### src/rtl/morra_cinese_param_if.sv
// Purpose : bundles the move inputs, start strobe and result outputs of the
//           rock-paper-scissors match controller into one port.
// Ports   : primo/secondo/inizia (to controller), manche/partita (from controller),
//           vantaggio/n_manche (from controller, only when MORRA_SCORE_EN is defined).
// Modports: master = players/driver side, slave = controller side.
interface morra_cinese_param_if #(
  parameter int MAX_BASE = 4
);
  logic [1:0] primo;
  logic [1:0] secondo;
  logic       inizia;
  logic [1:0] manche;
  logic [1:0] partita;
`ifdef MORRA_SCORE_EN
  localparam int CNT_W = $clog2(MAX_BASE + 16);
  localparam int ADV_W = CNT_W + 1;
  logic signed [ADV_W-1:0] vantaggio;
  logic [CNT_W-1:0]        n_manche;
`endif

  modport master (
    output primo, secondo, inizia,
`ifdef MORRA_SCORE_EN
    input  vantaggio, n_manche,
`endif
    input  manche, partita
  );

  modport slave (
    input  primo, secondo, inizia,
`ifdef MORRA_SCORE_EN
    output vantaggio, n_manche,
`endif
    output manche, partita
  );
endinterface

### src/rtl/morra_cinese_param.sv
// Purpose : parametrised rock-paper-scissors match controller (FSMD): loads a
//           match length on inizia, plays manches, tracks advantage and winner locks,
//           declares the match result. Optional macro MORRA_SCORE_EN exposes the
//           advantage (vantaggio) and valid-manche count (n_manche).
// Latency : one cycle; inputs sampled on rising edge, registered outputs valid after it.
// Ports   : clk, rst_n (synchronous, active-low), bus (slave modport of
//           morra_cinese_param_if: primo, secondo, inizia in; manche, partita out).
module morra_cinese_param #(
  parameter int MAX_BASE   = 4,
  parameter int MIN_MANCHE = 4,
  parameter int WIN_ADV    = 2
) (
  input  logic                  clk,
  input  logic                  rst_n,
  morra_cinese_param_if.slave   bus
);

  localparam int CNT_W = $clog2(MAX_BASE + 16);
  localparam int ADV_W = CNT_W + 1;
  localparam logic signed [ADV_W-1:0] ADV_ONE = 1;

  localparam logic [1:0] SASSO   = 2'b01;
  localparam logic [1:0] CARTA   = 2'b10;
  localparam logic [1:0] FORBICE = 2'b11;

  localparam logic [1:0] RES_NONE    = 2'b00;
  localparam logic [1:0] RES_PRIMO   = 2'b01;
  localparam logic [1:0] RES_SECONDO = 2'b10;
  localparam logic [1:0] RES_PARI    = 2'b11;

  typedef enum logic [1:0] {
    S_IDLE  = 2'd0,
    S_GIOCO = 2'd1,
    S_FINE  = 2'd2
  } state_t;

  state_t                  r_state,   w_state_nxt;
  logic [1:0]              r_manche,  w_manche_nxt;
  logic [1:0]              r_partita, w_partita_nxt;
  logic [1:0]              r_lock_p,  w_lock_p_nxt;
  logic [1:0]              r_lock_s,  w_lock_s_nxt;
  logic [CNT_W-1:0]        r_cnt,     w_cnt_nxt;
  logic [CNT_W-1:0]        r_max,     w_max_nxt;
  logic signed [ADV_W-1:0] r_adv,     w_adv_nxt;

  logic                    w_tie;
  logic                    w_p_beats_s;
  logic                    w_invalid;
  logic [CNT_W-1:0]        w_cnt_inc;
  logic signed [ADV_W-1:0] w_adv_play;
  logic [ADV_W-1:0]        w_adv_abs;
  logic                    w_end;
  logic [1:0]              w_partita_res;

  assign w_tie       = (bus.primo == bus.secondo);
  assign w_p_beats_s = (bus.primo == SASSO   && bus.secondo == FORBICE) ||
                       (bus.primo == FORBICE && bus.secondo == CARTA)   ||
                       (bus.primo == CARTA   && bus.secondo == SASSO);

  // A cleared lock is 00, and a 00 move is already invalid, so a plain equality
  // test against the lock covers both the locked and unlocked cases.
  assign w_invalid = (bus.primo == 2'b00) || (bus.secondo == 2'b00) ||
                     (bus.primo == r_lock_p) || (bus.secondo == r_lock_s);

  // Candidate values if this edge plays a valid manche; the end check uses them.
  assign w_cnt_inc  = r_cnt + 1'b1;
  assign w_adv_play = w_tie       ? r_adv :
                      w_p_beats_s ? r_adv + ADV_ONE : r_adv - ADV_ONE;
  assign w_adv_abs  = w_adv_play[ADV_W-1] ? -w_adv_play : w_adv_play;

  // Early win and max-length end both yield the same result, so one OR suffices.
  assign w_end = ((w_cnt_inc >= CNT_W'(MIN_MANCHE)) && (w_adv_abs >= ADV_W'(WIN_ADV))) ||
                 (w_cnt_inc == r_max);

  assign w_partita_res = (w_adv_play == '0) ? RES_PARI    :
                         w_adv_play[ADV_W-1] ? RES_SECONDO : RES_PRIMO;

  always_comb begin
    w_state_nxt   = r_state;
    w_manche_nxt  = RES_NONE;
    w_partita_nxt = r_partita;
    w_lock_p_nxt  = r_lock_p;
    w_lock_s_nxt  = r_lock_s;
    w_cnt_nxt     = r_cnt;
    w_max_nxt     = r_max;
    w_adv_nxt     = r_adv;

    if (bus.inizia) begin
      // Start or restart from any state; the moves carry the length config.
      w_state_nxt   = S_GIOCO;
      w_max_nxt     = CNT_W'(MAX_BASE) + CNT_W'({bus.primo, bus.secondo});
      w_cnt_nxt     = '0;
      w_adv_nxt     = '0;
      w_lock_p_nxt  = 2'b00;
      w_lock_s_nxt  = 2'b00;
      w_partita_nxt = RES_NONE;
    end else begin
      case (r_state)
        S_GIOCO: begin
          if (!w_invalid) begin
            w_cnt_nxt = w_cnt_inc;
            w_adv_nxt = w_adv_play;
            if (w_tie) begin
              w_manche_nxt = RES_PARI;
              w_lock_p_nxt = 2'b00;
              w_lock_s_nxt = 2'b00;
            end else if (w_p_beats_s) begin
              w_manche_nxt = RES_PRIMO;
              w_lock_p_nxt = bus.primo;
              w_lock_s_nxt = 2'b00;
            end else begin
              w_manche_nxt = RES_SECONDO;
              w_lock_p_nxt = 2'b00;
              w_lock_s_nxt = bus.secondo;
            end
            if (w_end) begin
              w_state_nxt   = S_FINE;
              w_partita_nxt = w_partita_res;
            end
          end
        end
        default: begin
          // IDLE and FINE ignore moves; partita keeps its value.
        end
      endcase
    end
  end

  always_ff @(posedge clk) begin
    if (!rst_n) begin
      r_state   <= S_IDLE;
      r_manche  <= RES_NONE;
      r_partita <= RES_NONE;
      r_lock_p  <= 2'b00;
      r_lock_s  <= 2'b00;
      r_cnt     <= '0;
      r_max     <= CNT_W'(MAX_BASE);
      r_adv     <= '0;
    end else begin
      r_state   <= w_state_nxt;
      r_manche  <= w_manche_nxt;
      r_partita <= w_partita_nxt;
      r_lock_p  <= w_lock_p_nxt;
      r_lock_s  <= w_lock_s_nxt;
      r_cnt     <= w_cnt_nxt;
      r_max     <= w_max_nxt;
      r_adv     <= w_adv_nxt;
    end
  end

  assign bus.manche  = r_manche;
  assign bus.partita = r_partita;
`ifdef MORRA_SCORE_EN
  assign bus.vantaggio = r_adv;
  assign bus.n_manche  = r_cnt;
`endif

endmodule

### src/flat_wrapper.sv
// flat-port wrapper written by rule: the top's interface ports become plain ports
module morra_cinese_param_flat 
#(
  parameter int MAX_BASE   = 4,
  parameter int MIN_MANCHE = 4,
  parameter int WIN_ADV    = 2
)
  (clk, rst_n, bus_primo, bus_secondo, bus_inizia, bus_manche, bus_partita);
  morra_cinese_param_if #(.MAX_BASE(MAX_BASE)) bus_i ();
  input  logic clk;
  input  logic rst_n;
  input wire logic [$bits(bus_i.primo)-1:0] bus_primo;
  input wire logic [$bits(bus_i.secondo)-1:0] bus_secondo;
  input wire logic [$bits(bus_i.inizia)-1:0] bus_inizia;
  output wire logic [$bits(bus_i.manche)-1:0] bus_manche;
  output wire logic [$bits(bus_i.partita)-1:0] bus_partita;
  assign bus_i.primo = bus_primo;
  assign bus_i.secondo = bus_secondo;
  assign bus_i.inizia = bus_inizia;
  assign bus_manche = bus_i.manche;
  assign bus_partita = bus_i.partita;
  morra_cinese_param #(.MAX_BASE(MAX_BASE), .MIN_MANCHE(MIN_MANCHE), .WIN_ADV(WIN_ADV)) u_core (.clk(clk), .rst_n(rst_n), .bus(bus_i));
endmodule
### config.mk
export PLATFORM = sky130hd
export DESIGN_NAME = morra_cinese_param_flat
export DESIGN_NICKNAME = d
export VERILOG_FILES = /design/src/rtl/morra_cinese_param_if.sv /design/src/rtl/morra_cinese_param.sv /design/src/flat_wrapper.sv
export SDC_FILE = /design/constraint.sdc
export NUM_CORES = 1
export LEC_CHECK = 0
export CAP_MARGIN = 5
export CORE_ASPECT_RATIO = 1.2
export CORE_MARGIN = 2
export CORE_UTILIZATION = 35
export DETAILED_ROUTE_END_ITERATION = 8
export PLACE_DENSITY_LB_ADDON = 0.2
export SLEW_MARGIN = 15
export SYNTH_ARGS = -nofsm -noshare
export SYNTH_HDL_FRONTEND = slang
export SYNTH_SLANG_ARGS = --single-unit
### constraint.sdc
create_clock -name clk -period 4.6 [get_ports clk]
set_input_delay 0.69 -clock clk [delete_from_list [all_inputs] [get_ports clk]]
set_output_delay 0.69 -clock clk [all_outputs]
set_load 0.01 [all_outputs]
==> results.sh, run 1 <==
export IMPL_crit_top_cell="inv_1"
export IMPL_initial_utilization_pct=36.5
export IMPL_arrival_ps=4310
export IMPL_vias=1504
export IMPL_slew_limit_headroom_pct=29.4
export IMPL_power_switching_w=0.000155
export IMPL_yosysWarningCount=0
export IMPL_syn_area_sq_um=1800
export IMPL_layout_nets=241
export IMPL_synth_top_area_share_pct=28.8
export IMPL_postCtsResizedCells=0
export IMPL_die_area_sq_um=5750
export IMPL_synth_edf_count=0
export IMPL_wl_microns=4000
export IMPL_synth_common_cells="dfxtp_1 (26), nand2_1 (20), nor2_1 (20), a21oi_1 (14), ha_1 (12)"
export IMPL_maxCapViolations=0
export IMPL_clock_path_buffers=2
export IMPL_core_rowCount=28
export IMPL_fin_setup_tns_ps=0
export IMPL_period_needed_ps=4140
export IMPL_slowest_stage="clkdlybuf4s50_1"
export IMPL_cts_setup_buffers=0
export IMPL_finalCritPeriodShare_pct=90.0
export IMPL_ys_ff_latch=26
export IMPL_drive_above_1_share_pct=7.27
export IMPL_syn_inst=212
export IMPL_worst_clock_skew_ps=3.06
export IMPL_hold_buffers=0
export IMPL_cp_end_kind="register"
export IMPL_antenna_found_initial=0
export IMPL_ys_flop_type="dfxtp_1"
export IMPL_p_comb_share_pct=23.2
export IMPL_drt_iter0_drc=112
export IMPL_cts_root_buf="clkbuf_8"
export IMPL_numCtsBuffers=3
export IMPL_crit_type="primary input to register"
export IMPL_startpoint_type="primary input"
export IMPL_die_h_microns=82.7
export IMPL_async_flop_share_pct=0
export IMPL_post_route_util_pct=40.8
export IMPL_yosysTopAreaCell="dfxtp_1"
export IMPL_pwr_share_clk_pct=34.1
export IMPL_dp_hpwl_microns=3060
export IMPL_synthesis_nets=232
export IMPL_fmax_ghz=0.241
export IMPL_grt_pass1_vias=1411
export IMPL_antenna_left=0
export IMPL_port_buffers=10
export IMPL_grt_pass1_wl_microns=6690
export IMPL_clkTransAtPathRegs_ps=90
export IMPL_finalWeightedCongestion=0.825
export IMPL_hold_viol=0
export IMPL_firstDrtPassIters=4
export IMPL_path_delay_family="compound AO/OA/AOI/OAI gates"
export IMPL_grt_use_met1_pct=18.5
export IMPL_insertion_delay_ps=270
export IMPL_ir_drop_uv=129
export IMPL_wl_per_cell_microns=14.3
export IMPL_syn_avg_cell_area_sq_um=8.51
export IMPL_hold_path_class="register to register"
export IMPL_synth_most_common_cell="dfxtp_1"
export IMPL_grt_start_max_net_pins=17
export IMPL_power_density_nw_per_um2=274
export IMPL_ys_seq_area_share_pct=28.8
export IMPL_met3_usage_pct=1.82
export IMPL_grt_busiest_layer="met2"
export IMPL_setup_viol=0
export IMPL_cts_sinks=26
export IMPL_grt_ovfl_total=0
export IMPL_dieWidth_microns=69.5
export IMPL_core_sq_um=4940
export IMPL_drc_errors=0
export IMPL_yosys_top_cells_area="dfxtp_1 (29%), ha_1 (8.3%), xnor2_1 (4.9%)"
export IMPL_h_tree_depth=1
export IMPL_switching_share_pct=28.0
export IMPL_rsz0062_at_grt="false"
export IMPL_crit_required_ps=4770
export IMPL_final_max_slew_viol_count=0
export IMPL_worstMarginPinSlew_ps=1060
export IMPL_path_cells="clkdlybuf4s50_1 -> inv_1 -> ha_1 -> mux2i_1 -> mux2i_4 -> fa_1 -> inv_1 -> o21ai_4 -> inv_1 -> ha_1 -> nor2_1 -> o211ai_1 -> o21ai_0 -> nand4bb_1 -> o221ai_2 -> nand2_1 -> o21a_1"
export IMPL_p_seq_share_pct=42.7
export IMPL_synth_cell_type_count=50
export IMPL_syn_to_final_growth_pct=11.8
export IMPL_crit_buf_inv=4
export IMPL_vias_per_cell=5.37
export IMPL_status="finished clean"
export IMPL_cts_tree="done"
export IMPL_whs_ps=470
export IMPL_n_antenna_cell=0
export IMPL_slowest_delay_ps=630
export IMPL_crit_fanout=8
export IMPL_internal_power_w=0.000399
export IMPL_grt_use_total_pct=14.6
export IMPL_power_leakage_nw=0.739
export IMPL_met2_usage_pct=25.9
export IMPL_io_pins=11
power by group through the flow:
stage                     sequential (W)  clock (W)  combinational [W]
after floorplan                 0.000240          0           0.000100
after global placement          0.000242          0           0.000129
after detailed placement        0.000242          0           0.000128
after CTS                       0.000236   0.000196           0.000129
after global routing            0.000237   0.000202           0.000143
final                           0.000236   0.000189           0.000128
layout by cell type, fill, tap and decap left out, drive strengths merged, types with 5 or more instances in the layout:
master	instances
o21ai	9
nand2	20
mux2i	7
inv	10
nor2b	6
nor3	6
xor2	7
nor2	21
ha	12
a21oi	14
nand3	5
clkdlybuf4s50	10
xnor2	10
nand2b	6
dfxtp	26
flip-flops by register name (all words and copies together) (netlist names):
register,flops
u_core.bus.manche,2
u_core.bus.partita,2
u_core.r_adv,6
u_core.r_cnt,5
u_core.r_lock_p,2
u_core.r_lock_s,2
u_core.r_max,5
u_core.r_state,2
stage by stage:
step	cell area, sq um	instances	setup slack (ps)	power [W]
2_1_floorplan	1800	212	1210	0.000340
3_3_place_gp	1950	276	342	0.000371
3_5_place_dp	1950	276	197	0.000370
4_1_cts	2020	280	497	0.000561
5_1_grt	2020	280	120	0.000582
6_report	2020	280	458	0.000553
tightest hold or removal path, stage by stage, from the launching register on:
cell and delay [ps]:
dfxtp_1 320, nand2_1 50, mux2i_1 50
metal layers:
| metal | vias to the layer above | part of all wire, % |
|---|---|---|
| met5 | - | 0 |
| met4 | 0 | 0.75 |
| met3 | 2 | 3.3 |
| met2 | 29 | 49 |
| met1 | 703 | 47 |
| li1 | 770 | - |
area by class of cell:
class                   instances  area [sq um]
inverters                      10          37.5
flip-flops and latches         26           520
well taps                      60          75.1
multi-input cells             169          1200
fillers                       502          2920
repair buffers                 11           108
clock buffers                   3          41.3
clock inverters                 1          30.0
logic make-up after synthesis:
kind of cell	after synthesis	synth area share (%)
compound gates	54	23.0
xor+xnor	17	8.25
fa+ha+maj	13	9.43
buf+inv	17	4.37
flops	26	28.8
mux	8	5.20
simple gates	77	20.9
path summary, 6_finish.rpt:
path                            cells past startpoint                                 end  slack [ps]                          startpoint
worst max register to register                     13      u_core.r_state[1]$_SDFFE_PP0P_        1600        u_core.r_adv[0]$_SDFFE_PP0P_
worst max-delay path                               17      u_core.r_state[1]$_SDFFE_PP0P_         460                        bus_primo[0]
worst min-delay path                                2  u_core.bus.partita[1]$_SDFFE_PP0P_         470  u_core.bus.partita[1]$_SDFFE_PP0P_
worst min register to register                      2  u_core.bus.partita[1]$_SDFFE_PP0P_         470  u_core.bus.partita[1]$_SDFFE_PP0P_
Note: power is estimated with default switching activity, not from simulation.
==> run 2, diff against run 1 <==
ABC_CLOCK_PERIOD_IN_PS = 4600   (was default)
==> results of run 2 <==
Final layout, timing and power as in run 1 (identical DEF).
==> run 3, diff against run 2 <==
HOLD_SLACK_MARGIN = 0.06   (was default)
==> results of run 3 <==
Final layout, timing and power as in run 1 (identical DEF).
